$ cat config.mk
export PLATFORM = sky130hd
export DESIGN_NAME = generation_buffer
export DESIGN_NICKNAME = d
export VERILOG_FILES = /design/src/rtl/generation_buffer.sv
export SDC_FILE = /design/constraint.sdc
export NUM_CORES = 1
export LEC_CHECK = 0
export ABC_AREA = 1
export ABC_CLOCK_PERIOD_IN_PS = 1100
export CORE_ASPECT_RATIO = 0.5
export CORE_UTILIZATION = 47
export DETAILED_ROUTE_END_ITERATION = 10
export PLACE_DENSITY_LB_ADDON = 0.1
export SLEW_MARGIN = 40
export SYNTH_ARGS = -nofsm -noshare
export SYNTH_HDL_FRONTEND = slang
export SYNTH_SLANG_ARGS = --single-unit
$ cat constraint.sdc
create_clock -name clk -period 1.1 [get_ports clk]
set_input_delay 0.275 -clock clk [delete_from_list [all_inputs] [get_ports clk]]
set_output_delay 0.275 -clock clk [all_outputs]
set_load 0.02 [all_outputs]
$ cat src/rtl/generation_buffer.sv
// Double-buffered cell ring for the controller's strobe protocol.
// Stages one cell per pos, commits it, then swaps in the new generation.
module generation_buffer #(
    parameter int                 N_CELLS = 4,
    parameter int                 POS_W   = 2,
    parameter logic [N_CELLS-1:0] SEED    = 4'b0110
) (
    input  logic               clk,
    input  logic               reset,
    input  logic               write_array,
    input  logic               write_mem,
    input  logic [POS_W-1:0]   pos,
    input  logic               run,
    input  logic               load_data,
    output logic [N_CELLS-1:0] cells,
    output logic               gen_done,
    output logic [7:0]         gen_count,
    output logic               protocol_err
);

    localparam logic [1:0] S_WAIT_ARRAY = 2'd0;
    localparam logic [1:0] S_WAIT_MEM   = 2'd1;
    localparam logic [1:0] S_SWAP       = 2'd2;

    localparam logic [POS_W-1:0] ONE  = POS_W'(1);
    localparam logic [POS_W-1:0] LAST = POS_W'(N_CELLS - 1);

    logic [1:0]         r_state;
    logic [N_CELLS-1:0] r_cells;
    logic [N_CELLS-1:0] r_next;
    logic [N_CELLS-1:0] r_mask;
    logic               r_staged;
    logic [POS_W-1:0]   r_arm_pos;
    logic               r_arm_run;
    logic               r_gen_done;
    logic [7:0]         r_gen_count;
    logic               r_err;

    logic [POS_W-1:0]   w_prev;
    logic [POS_W-1:0]   w_succ;
    logic               w_stage_bit;
    logic               w_both;

    // Stage value: XOR of wrapped neighbours from the current buffer, or load data.
    always_comb begin
        w_prev      = pos - ONE;
        w_succ      = pos + ONE;
        w_stage_bit = run ? (r_cells[w_prev] ^ r_cells[w_succ]) : load_data;
        w_both      = write_array & write_mem;
    end

    // Protocol FSM, staging, commit and buffer swap.
    always_ff @(posedge clk) begin
        if (reset) begin
            r_state     <= S_WAIT_ARRAY;
            r_cells     <= SEED;
            r_next      <= '0;
            r_mask      <= '0;
            r_staged    <= 1'b0;
            r_arm_pos   <= '0;
            r_arm_run   <= 1'b0;
            r_gen_done  <= 1'b0;
            r_gen_count <= 8'd0;
            r_err       <= 1'b0;
        end else begin
            r_gen_done <= 1'b0;
            if (w_both && r_state != S_SWAP) begin
                r_err <= 1'b1;
            end else begin
                case (r_state)
                    S_WAIT_ARRAY: begin
                        if (write_array) begin
                            r_arm_pos <= pos;
                            r_arm_run <= run;
                            r_staged  <= w_stage_bit;
                            r_state   <= S_WAIT_MEM;
                        end else if (write_mem) begin
                            r_err <= 1'b1;
                        end
                    end
                    S_WAIT_MEM: begin
                        if (write_array) begin
                            r_arm_pos <= pos;
                            r_arm_run <= run;
                            r_staged  <= w_stage_bit;
                        end else if (write_mem) begin
                            if (pos == r_arm_pos) begin
                                r_next[pos] <= r_staged;
                                r_mask[pos] <= 1'b1;
                                r_state     <= (pos == LAST) ? S_SWAP
                                                             : S_WAIT_ARRAY;
                            end else begin
                                r_err   <= 1'b1;
                                r_state <= S_WAIT_ARRAY;
                            end
                        end
                    end
                    S_SWAP: begin
                        if (&r_mask) begin
                            r_cells    <= r_next;
                            r_gen_done <= 1'b1;
                            if (r_arm_run) begin
                                r_gen_count <= r_gen_count + 8'd1;
                            end else begin
                                r_gen_count <= 8'd0;
                            end
                        end else begin
                            r_err <= 1'b1;
                        end
                        r_mask  <= '0;
                        r_state <= S_WAIT_ARRAY;
                    end
                    default: r_state <= S_WAIT_ARRAY;
                endcase
            end
        end
    end

    assign cells        = r_cells;
    assign gen_done     = r_gen_done;
    assign gen_count    = r_gen_count;
    assign protocol_err = r_err;

endmodule

==> flow_summary.yaml <==
outcome:
  status: "finished, violations left"
  failed_checks: "negative setup slack"
sta:
  skew_ns: 0.00343
  slew_headroom_pct: 82.9
  finalSetupTns_ns: -0.306
  fin_crit_ns: 1.17
  report.final.hold_viol_count: 0
  setup_viol: 13
  tightest_slew_ns: 0.256
  fin_crit_sh_pct: 106
  finalWorstSetupSlack_ns: -0.0655
  final_max_slew_viol_count: 0
  fmax_mhz: 858
  rsz0062_at_grt: "yes"
placed_design:
  place_ws_ns: -0.465
  hpwl_um: 2350
  routabilityCongestion: 0.838
  portBuffers: 21
drt:
  wire_per_inst_um: 12.1
  vias_per_cell: 4.90
  ant_nets: 0
  drt_iter0_drc: 53
  dr.pass1.iters: 4
  wl_um: 3490
  drc: 0
  num_vias: 1410
logic_synthesis:
  synth.largest_area_cell: "dfxtp_1"
  synth_cell_types: 17
  synth_area_sq_um: 1350
  ys_ff_latch: 28
  synth_top_area_share_pct: 41.7
  synthTopCellsByArea: "dfxtp_1 42%, nand2_1 15%, inv_1 8.7%, nor2_1 7.8%, a21oi_1 5.6%"
  yosysWarnings: 0
  syn_area_per_cell_sq_um: 6.86
  yosysSeqAreaShare_pct: 41.7
  synthCells: 196
  syn_nets: 209
power_and_ir_drop:
  switching_share_pct: 24.9
  ir_drop_uv: 616
  p_sw_uw: 485
  internal_power_uw: 1460
  power_frac_seq_pct: 53.7
  p_per_area_nw_per_um2: 970
  combPwrFrac_pct: 13.0
  clockPowerShare_pct: 33.3
  p_leak_uw: 0.000976
critical_path:
  rr_startpoint: "r_state[0]"
  cp_data_arrival_time_ns: 1.38
  reg2reg_depth: 8
  path_cells: "inv_2 -> nor2_1 -> nand2_1 -> nor2_4 -> nand3_4 -> nand2_2 -> nand2_2 -> nor2_1"
  r2r_end: "r_next[3]"
  critical_path.endpoint: "r_next[3]"
  crit_required_ns: 1.32
  startpoint: "r_state[0]"
  worstSetupStartpointType: "register"
  worstPathMaxFanout: 4
  crit_slowest_cell: "dfxtp_2"
  r2r_setup_slack_ns: -0.07
  end_kind: "register"
  worstSetupPathType: "register to register"
  critPathMaxStageDelay_ns: 0.34
floorplanning:
  fp.dieH_um: 39.8
  rows: 13
  die-area_sq_um: 3090
  die_w_um: 77.7
  initial_core_util_pct: 50.7
  io_pins: 22
  core_area_sq_um: 2650
global_routing:
  grt_overflow_total: 0
  grt_max_degree: 16
  grt_pass1_wl_um: 5520
  antenna_found_initial: 0
  grt_pass1_vias: 1211
  grt_usage_pct: 24.2
layout:
  drive_gt1_share_pct: 41.4
  layout_commonest_cell: "nand2_1"
  multi_input_area_sq_um: 783
  seq_area_sq_um: 579
  nets: 265
  fill_cells: 197
  antenna_cells: 0
  syn_to_final_growth_pct: 49.1
  final_cell_mix: "41 x nand2_1, 30 x buf_4, 22 x inv_1, 18 x nor2_1, 17 x dfxtp_1"
clocking:
  clk_pin_slew_ns: 0.10
  insertion_delay_ns: 0.28
  htreeDepth: 1
  numCtsBuffers: 3
  holdBufCountCts: 0
  clockRootBuffer: "clkbuf_8"
  cts_tree: "yes"
  cts_buffer_depth: 2
  cts.sinks: 28
worst_hold_path:
  hold_start: "r_mask[0]"
  hold_path_class: "register to register"
flow_run:
  cap_violations: 0
==> worst max-delay path, delay by kind of cell (launching register included) <==
family        cells  cell delay, ns
simple gates      7            0.74
flops             1            0.34
buf+inv           1            0.05
==> power groups by stage <==
| stage | logic, uW | registers (uW) | clock network [uW] |
|---|---|---|---|
| 6_report | 254 | 1040 | 648 |
| 5_1_grt | 277 | 1050 | 699 |
| 4_1_cts | 234 | 1050 | 657 |
| 3_5_place_dp | 224 | 1070 | 0 |
| 3_3_place_gp | 221 | 1070 | 0 |
| 2_1_floorplan | 99.4 | 1070 | 0 |
==> state kept, by name (all words and copies together), names as in the netlist <==
name and count:
gen_done 1, r_arm_pos 2, r_mask 4, r_state 2
gen_count 8, r_arm_run 1, r_staged 1, protocol_err 1
r_next 4, cells 4
==> cell type report <==
type | count | share of cell area (%)
clock buffer | 4 | 2.74
inverter | 32 | 6.24
multi-input combinational | 134 | 39.1
tap | 37 | 2.31
sequential | 28 | 28.9
timing repair buffer | 53 | 20.8
==> kinds of logic (layout without fill, tap and decap cells) <==
group / after synthesis / after routing / synth area share, %
and+or+nand+nor: 102 / 102 / 31.6
buffers and inverters: 34 / 89 / 10.6
DFF: 28 / 28 / 41.7
AOI/OAI and AO/OA: 25 / 25 / 10.1
adders and majority gates: 5 / 5 / 4.65
xor gates and xnor gates: 2 / 2 / 1.30
==> repair_timing <==
item                       4_1_cts  5_1_grt
gates cloned                     1        0
pin swaps                       16       15
buffers inserted                 0        1
resized for setup               95       28
setup endpoints to repair       41       31
==> how the worst min path moves through the flow <==
stage,endpoint,slack [ns],depth (start not counted)
3_5_place_dp,r_mask[1],0.44,2
6_report,r_mask[0],0.46,2
4_1_cts,r_mask[1],0.45,2
3_3_place_gp,r_mask[1],0.44,2
5_1_grt,r_mask[1],0.48,2
2_1_floorplan,r_state[1],0.34,1
==> metal layers <==
metal	vias to the layer above	global-route usage (%)	part of all wire, %
met5	-	0	0
met1	642	32.2	47
li1	728	-	-
met2	38	38.5	48
met3	2	5.12	4.8
met4	0	10.4	0.17
==> synth_stat cells <==
library cell,n
nand2_1,52
inv_1,31
dfxtp_1,28
nor2_1,28
a21oi_1,15
nand3_1,10
nand4_1,9
o21ai_0,6
ha_1,5
buf_6,2
nand2_2,2
o211ai_1,2
xor2_1,2
and3_1,1
inv_2,1
o21ai_2,1
o21bai_1,1
==> metrics by stage <==
step / hold slack, ns / total power [uW] / utilization [%] / area (sq um) / instances
3_3_place_gp: 0.436 / 1290 / 70.2 / 1860 / 283
2_1_floorplan: 0.337 / 1170 / - / 1370 / 196
5_1_grt: 0.479 / 2020 / 75.6 / 2010 / 288
3_5_place_dp: 0.443 / 1290 / 70.2 / 1860 / 283
6_report: 0.457 / 1950 / 75.6 / 2010 / 288
4_1_cts: 0.453 / 1940 / 72.4 / 1920 / 287
No activity file was read; power rests on OpenSTA's default activity.
